==> config.mk <==
export PLATFORM = sky130hd
export DESIGN_NAME = usr_shift_sequencer
export DESIGN_NICKNAME = d
export VERILOG_FILES = /design/src/rtl/usr_pkg.sv /design/src/rtl/usr_bit_counter.sv /design/src/rtl/usr_shift_sequencer.sv
export SDC_FILE = /design/constraint.sdc
export NUM_CORES = 1
export LEC_CHECK = 0
export ABC_AREA = 1
export CAP_MARGIN = 20
export CELL_PAD_IN_SITES_DETAIL_PLACEMENT = 1
export CELL_PAD_IN_SITES_GLOBAL_PLACEMENT = 1
export CORE_MARGIN = 2
export CORE_UTILIZATION = 34
export DETAILED_ROUTE_END_ITERATION = 10
export GPL_TIMING_DRIVEN = 0
export PLACE_DENSITY_LB_ADDON = 0.25
export SLEW_MARGIN = 10
export SYNTH_ARGS = -nofsm -noshare
export SYNTH_HDL_FRONTEND = slang
export SYNTH_HIERARCHICAL = 1
export SYNTH_SLANG_ARGS = --single-unit
==> constraint.sdc <==
create_clock -name clk -period 3.45 [get_ports clk]
set_input_delay 0.8625 -clock clk [delete_from_list [all_inputs] [get_ports clk]]
set_output_delay 0.8625 -clock clk [all_outputs]
set_load 0.01 [all_outputs]
==> src/rtl/usr_pkg.sv <==
// Shared definitions for the universal shift register and its upstream sequencer:
// select codes, sequencer state encoding and a select helper.
package usr_pkg;

  localparam logic [1:0] SEL_HOLD = 2'd0;
  localparam logic [1:0] SEL_SHR  = 2'd1;
  localparam logic [1:0] SEL_SHL  = 2'd2;
  localparam logic [1:0] SEL_LOAD = 2'd3;

  typedef enum logic [1:0] {
    ST_IDLE  = 2'd0,
    ST_LOAD  = 2'd1,
    ST_SHIFT = 2'd2,
    ST_DONE  = 2'd3
  } state_t;

  // dir=1 means MSB first, which the USR produces by shifting left.
  function automatic logic [1:0] shift_sel(input logic dir);
    return dir ? SEL_SHL : SEL_SHR;
  endfunction

endpackage

==> src/rtl/usr_bit_counter.sv <==
// Shift-cycle counter for the sequencer: synchronous clear, enable, and a
// terminal flag at WIDTH-1 where it saturates instead of wrapping.
module usr_bit_counter #(
  parameter int WIDTH = 4,
  localparam int CW = (WIDTH > 1) ? $clog2(WIDTH) : 1
) (
  input  logic          clk,
  input  logic          rst,
  input  logic          clear,
  input  logic          enable,
  output logic [CW-1:0] count,
  output logic          terminal
);

  assign terminal = (count == CW'(WIDTH - 1));

  always_ff @(posedge clk) begin
    if (rst) begin
      count <= '0;
    end else if (clear) begin
      count <= '0;
    end else if (enable && !terminal) begin
      count <= count + 1'b1;
    end
  end

endmodule

==> src/rtl/usr_shift_sequencer.sv <==
// Sequencer feeding a universal shift register: one LOAD cycle then WIDTH shift
// cycles per accepted word. Optional tx_stall input under USR_SEQ_STALL_EN.
module usr_shift_sequencer
  import usr_pkg::*;
#(
  parameter int WIDTH = 4
) (
  input  logic             clk,
  input  logic             rst,
  input  logic             in_valid,
  output logic             in_ready,
  input  logic [WIDTH-1:0] in_data,
  input  logic             in_dir,
  input  logic             fill_bit,
`ifdef USR_SEQ_STALL_EN
  input  logic             tx_stall,
`endif
  output logic [1:0]       usr_select,
  output logic [WIDTH-1:0] usr_parallel,
  output logic             usr_sright_in,
  output logic             usr_sleft_in,
  input  logic             usr_sright_out,
  input  logic             usr_sleft_out,
  output logic             tx_bit,
  output logic             tx_valid,
  output logic             done,
  output logic             busy
);

  localparam int CW = (WIDTH > 1) ? $clog2(WIDTH) : 1;

  state_t          state;
  logic            dir_q;
  logic [1:0]      sel_q;
  logic            tx_valid_q;
  logic            shift_stall;
  logic [CW-1:0]   count;
  logic            count_last;

`ifdef USR_SEQ_STALL_EN
  // Stall must freeze the USR in the same cycle, so it gates the registered select.
  assign shift_stall = tx_stall && (state == ST_SHIFT);
`else
  assign shift_stall = 1'b0;
`endif

  assign usr_select = shift_stall ? SEL_HOLD : sel_q;
  assign tx_valid   = tx_valid_q && !shift_stall;
  assign tx_bit     = dir_q ? usr_sleft_out : usr_sright_out;

  usr_bit_counter #(
    .WIDTH (WIDTH)
  ) u_bit_counter (
    .clk      (clk),
    .rst      (rst),
    .clear    (state == ST_LOAD),
    .enable   ((state == ST_SHIFT) && !shift_stall),
    .count    (count),
    .terminal (count_last)
  );

  // NOTE: every register here uses <= so all state updates see pre-edge values;
  // blocking assignments would make the outputs depend on statement order.
  always_ff @(posedge clk) begin
    if (rst) begin
      state         <= ST_IDLE;
      dir_q         <= 1'b0;
      sel_q         <= SEL_HOLD;
      usr_parallel  <= '0;
      usr_sright_in <= 1'b0;
      usr_sleft_in  <= 1'b0;
      tx_valid_q    <= 1'b0;
      done          <= 1'b0;
      busy          <= 1'b0;
      in_ready      <= 1'b1;
    end else begin
      unique case (state)
        ST_IDLE: begin
          if (in_valid && in_ready) begin
            state        <= ST_LOAD;
            dir_q        <= in_dir;
            sel_q        <= SEL_LOAD;
            usr_parallel <= in_data;
            // Fill enters the vacated end; the opposite serial input stays 0.
            usr_sleft_in  <= in_dir ? 1'b0 : fill_bit;
            usr_sright_in <= in_dir ? fill_bit : 1'b0;
            busy         <= 1'b1;
            in_ready     <= 1'b0;
          end
        end
        ST_LOAD: begin
          state      <= ST_SHIFT;
          sel_q      <= shift_sel(dir_q);
          tx_valid_q <= 1'b1;
        end
        ST_SHIFT: begin
          if (!shift_stall && count_last) begin
            state      <= ST_DONE;
            sel_q      <= SEL_HOLD;
            tx_valid_q <= 1'b0;
            done       <= 1'b1;
          end
        end
        ST_DONE: begin
          state    <= ST_IDLE;
          sel_q    <= SEL_HOLD;
          done     <= 1'b0;
          busy     <= 1'b0;
          in_ready <= 1'b1;
        end
        default: begin
          state <= ST_IDLE;
        end
      endcase
    end
  end

endmodule

=== After elaboration in Yosys (flattened, before gate mapping) ===
Cells that the tools add are included.

* Bits of input ports: 11
* Bits in registers: 17
* Word-level logic and storage cells: 49
* Output and inout port bits: 13

* Add/subtract/negate cells: 1
* Equality and inequality tests: 6
* Mux-type cells: 18
* Reduce and logical (&&, ||, !) cells: 13

{| class="wikitable"
|+ Operator list
! cell !! number
|-
| 2-bit one-hot mux with 4 select lines || 2
|-
| 2-bit 2-to-1 mux || 5
|-
| 2-bit AND reduction || 5
|-
| 1-bit one-hot mux with 2 select lines || 4
|-
| 1-bit 2-to-1 mux || 7
|-
| 2-bit equality test (second input constant) || 3
|-
| 2-bit nonzero test || 3
|-
| 2-bit inequality test (second input constant) || 2
|-
| 2-bit by 1-bit adder with 2-bit output (second input constant) || 1
|-
| 2-bit by 1-bit equality test with 1-bit output (second input constant) || 1
|-
| 1-bit logical AND || 2
|-
| 2-bit zero test || 1
|-
| 2-bit OR reduction || 1
|-
| 1-bit zero test || 1
|}

=== Depth between registers and ports, before layout ===
* Depth in word-level cells: 3
* Gate-level depth with buffers: 7
* Mapped depth without buffers: 7

=== By module ===
Netlist, hierarchy kept.

{| class="wikitable"
|+ Modules (own cells, without submodules)
! module !! sequential area each (um^2) !! times used !! cells each !! area an instance (um^2)
|-
| usr_shift_sequencer || 300.3 || 1 || 98 || 705.7
|-
| usr_bit_counter || 40.0 || 1 || 16 || 106.4
|}

=== Least setup slack after synthesis ===
OpenSTA, ideal clock, no wires.

* Path kind: input port to output port
* Start point: input usr_sleft_out
* End point: output tx_bit
* Path buffers: 0
* Cell stages on the path: 2
* Path slack: 1.591 ns
* Data arrival time: 0.996 ns
* Required time: 2.588 ns
* Cell sequence: nand2_1 nand2_1

* Cells in the longest elaborated chain, start to end: 1

{| class="wikitable"
|+ Ends and longest elaborated chain
! what !! line !! source
|-
| from (decl) || usr_shift_sequencer.sv:23 || <nowiki>input logic usr_sleft_out,</nowiki>
|-
| 1-bit 2-to-1 mux || usr_shift_sequencer.sv:49 || <nowiki>assign tx_bit = dir_q ? usr_sleft_out : usr_sright_out;</nowiki>
|-
| to (decl) || usr_shift_sequencer.sv:24 || <nowiki>output logic tx_bit,</nowiki>
|}

Every way passes these cells.

=== Worst setup path after layout ===
Ends and elaborated chain as after synthesis.

==> metrics.txt <==
status=complete, no violations; GRT Residual Overflow=0; Bufs and invs on worst path=2; path depth of the worst reg2reg path=7; Sum Neg Setup Slack=0 ps; leading area contributor after synthesis=dfxtp_1; hold crit path type=flip-flop to flip-flop; Worst EP arrival=just under 2000 ps; Vias=around 780; Wirelength per Cell=between 10 and 15 um; total CTS buffers=3; initial antenna violation count=0; worst path cell trace=clkdlybuf4s50_1, nand2_1, nand2_1, clkdlybuf4s50_1; H-Tree Depth=1; fin crit period=2820 ps; largest net degree at the start of global routing=11; CTS sink cnt=17; fin worst setup slack=between 600 and 700 ps; Critical Path RT=about 2600 ps; Power Dens Cells=slightly below 800 nW/um2; post-CTS setup buffers=0; Area growth syn-to-layout=36.1%; Total GRT Usage=around 17%; post-place setup slack=~630 ps; drt initial violations=1; static leakage=0.491 nW; Yosys reg bits=17; die width=roughly 53 um; most common cell after layout, fill and taps aside=nand2_1; critical path capture point type=primary output; Worst Setup SP=usr_sleft_out; post-synth net total=between 100 and 150; Worst path depth=4; number of I/O pins=24; initial core utilization=between 30% and 40%; DRC viols=0; synth unique cells=18; wirelength, routed=about 1800 um; synth warn=6; fillcell total=304; Largest delay share family, worst path=buffers and inverters; kind of critical path=primary input to primary output; worst r2r src=state[0]; clock root buffer=clkbuf_4; setup violators final=0; reg2reg setup slack=approximately 2100 ps; Area contributors post-synth=dfxtp_1, nand2_1, ha_1; DPL Wire Length=about 1400 um; Post-Syn Area per Cell=around 7.1 um2; share of cells above drive strength 1=under 10%; hold buffers post-CTS=0; worst relative slew slack=between 80 and 90%; Routed Antenna Nets=0; sequential area share after synthesis=a little over two fifths; Final Slew Violations=0; FMAX=roughly 360 MHz; fin crit share=81.6%; Peak VDD IR=about 0.37 mV; biggest cell delay along the critical path=530 ps; Die Ht=approximately 53 um; std cell rows=17; ANT cells=0; Critical R2R Capture=usr_select[1]; slowest CP cell=clkdlybuf4s50_1; RSZ-0062 raised after global routing=false; CORE AREA=2230 um2; most frequent cells in the layout=nand2_1, clkdlybuf4s50_1, dfxtp_1; first-pass GRT wire length=3260 um; crit path to=tx_bit; die area=roughly 2800 um2; Reg clk slew, reported paths=about 100 ps; netlist area before placement=812 um2; vias in the first global route=between 700 and 800; cells after synthesis=about 110; Fin Clk Skew=5.83 ps; number of hold violations in the final report=0; I/O Buffers=23; drt first pass iters=3; Layout Nets=~160; # resized after CTS=0; area fraction of the dominant cell type after synthesis=41.9%; clk_lat worst skew=approximately 300 ps; Critical Path Start Type=primary input; TritonCTS clock tree=yes; Worst-Margin Slew=271 ps; Final GP Congestion=around 0.74; clock tree buffer depth=2; Vias/cell=4.59; max_cap viols=0; critical-path maximum fanout=1
[cells by family after synthesis]
kind of cell               Yosys count  synth area share [%]
adders and majority gates            6                  9.24
AOI/OAI and AO/OA                   14                  8.63
and+or+nand+nor                     60                  32.1
DFF                                 17                  41.9
buffers and inverters               17                  8.16
[registers in the layout, indices dropped and copies added (netlist names)]
| register | count |
|---|---|
| busy | 1 |
| dir_q | 1 |
| done | 1 |
| in_ready | 1 |
| state | 2 |
| tx_valid | 1 |
| u_bit_counter/count | 2 |
| usr_parallel | 4 |
| usr_select | 2 |
| usr_sleft_in | 1 |
| usr_sright_in | 1 |
[synthesized netlist by cell type]
cell type  count
nor2_2         1
nand2_4        1
clkinv_2       1
nand2_1       38
ha_1           6
nor2_1        13
o21ai_1        1
inv_2          4
buf_2          1
inv_1         11
nand3b_1       1
nand3_4        1
dfxtp_1       17
o21ai_0        1
a21oi_1       12
nor3_1         1
nand3_1        3
nand2_2        1
[power breakdown]
part           internal [mW]  switching, mW  leakage (nW)
Sequential             0.256         0.0417         0.140
Clock                 0.0432         0.0646        0.0177
Combinational          0.195          0.250         0.334
[through the flow]
stage	hold slack, ps	area, um2	util, %	power, mW	cells
6_report	451	1100	49.5	0.852	169
5_1_grt	487	1100	49.5	0.944	169
4_1_cts	461	1100	49.5	0.872	169
3_5_place_dp	443	1080	48.2	0.758	165
3_3_place_gp	432	1080	48.2	0.737	165
2_1_floorplan	459	812	-	0.596	114
[how the worst min path moves through the flow]
stage,start,endpoint,slack (ps),cells after the start
floorplan,u_bit_counter/count[1],u_bit_counter/count[1],460,2
global placement,busy,busy,430,2
detailed placement,busy,busy,440,2
CTS,busy,busy,460,2
global route,usr_parallel[3],usr_parallel[3],490,2
finish,busy,busy,450,2
[tightest hold or removal path: cells and delay by family, from the launching register on]
kind                   cells  cell delay [ps]
AO/OA/AOI/OAI              1               50
buffers and inverters      1               50
flip-flops                 1              320
[routing by layer]
metal / track usage, % / wire length (um) / vias to the layer above
li1: - / - / 405
met1: 17.9 / 777 / 348
met2: 28.1 / 909 / 17
met3: 4.80 / 105 / 5
met4: 10.3 / 51 / 0
met5: 0 / 0 / -
[cell type report]
type / count / area [um2] / area share [%]
multi-input combinational: 80 / 405 / 36.7
clock buffer: 3 / 22.5 / 2.04
sequential: 17 / 340 / 30.8
inverter: 16 / 61.3 / 5.55
buffer: 1 / 5.00 / 0.453
clock inverter: 1 / 5.00 / 0.453
tap: 28 / 35.0 / 3.17
timing repair buffer: 23 / 230 / 20.8
No activity file was read; power rests on OpenSTA's default activity.
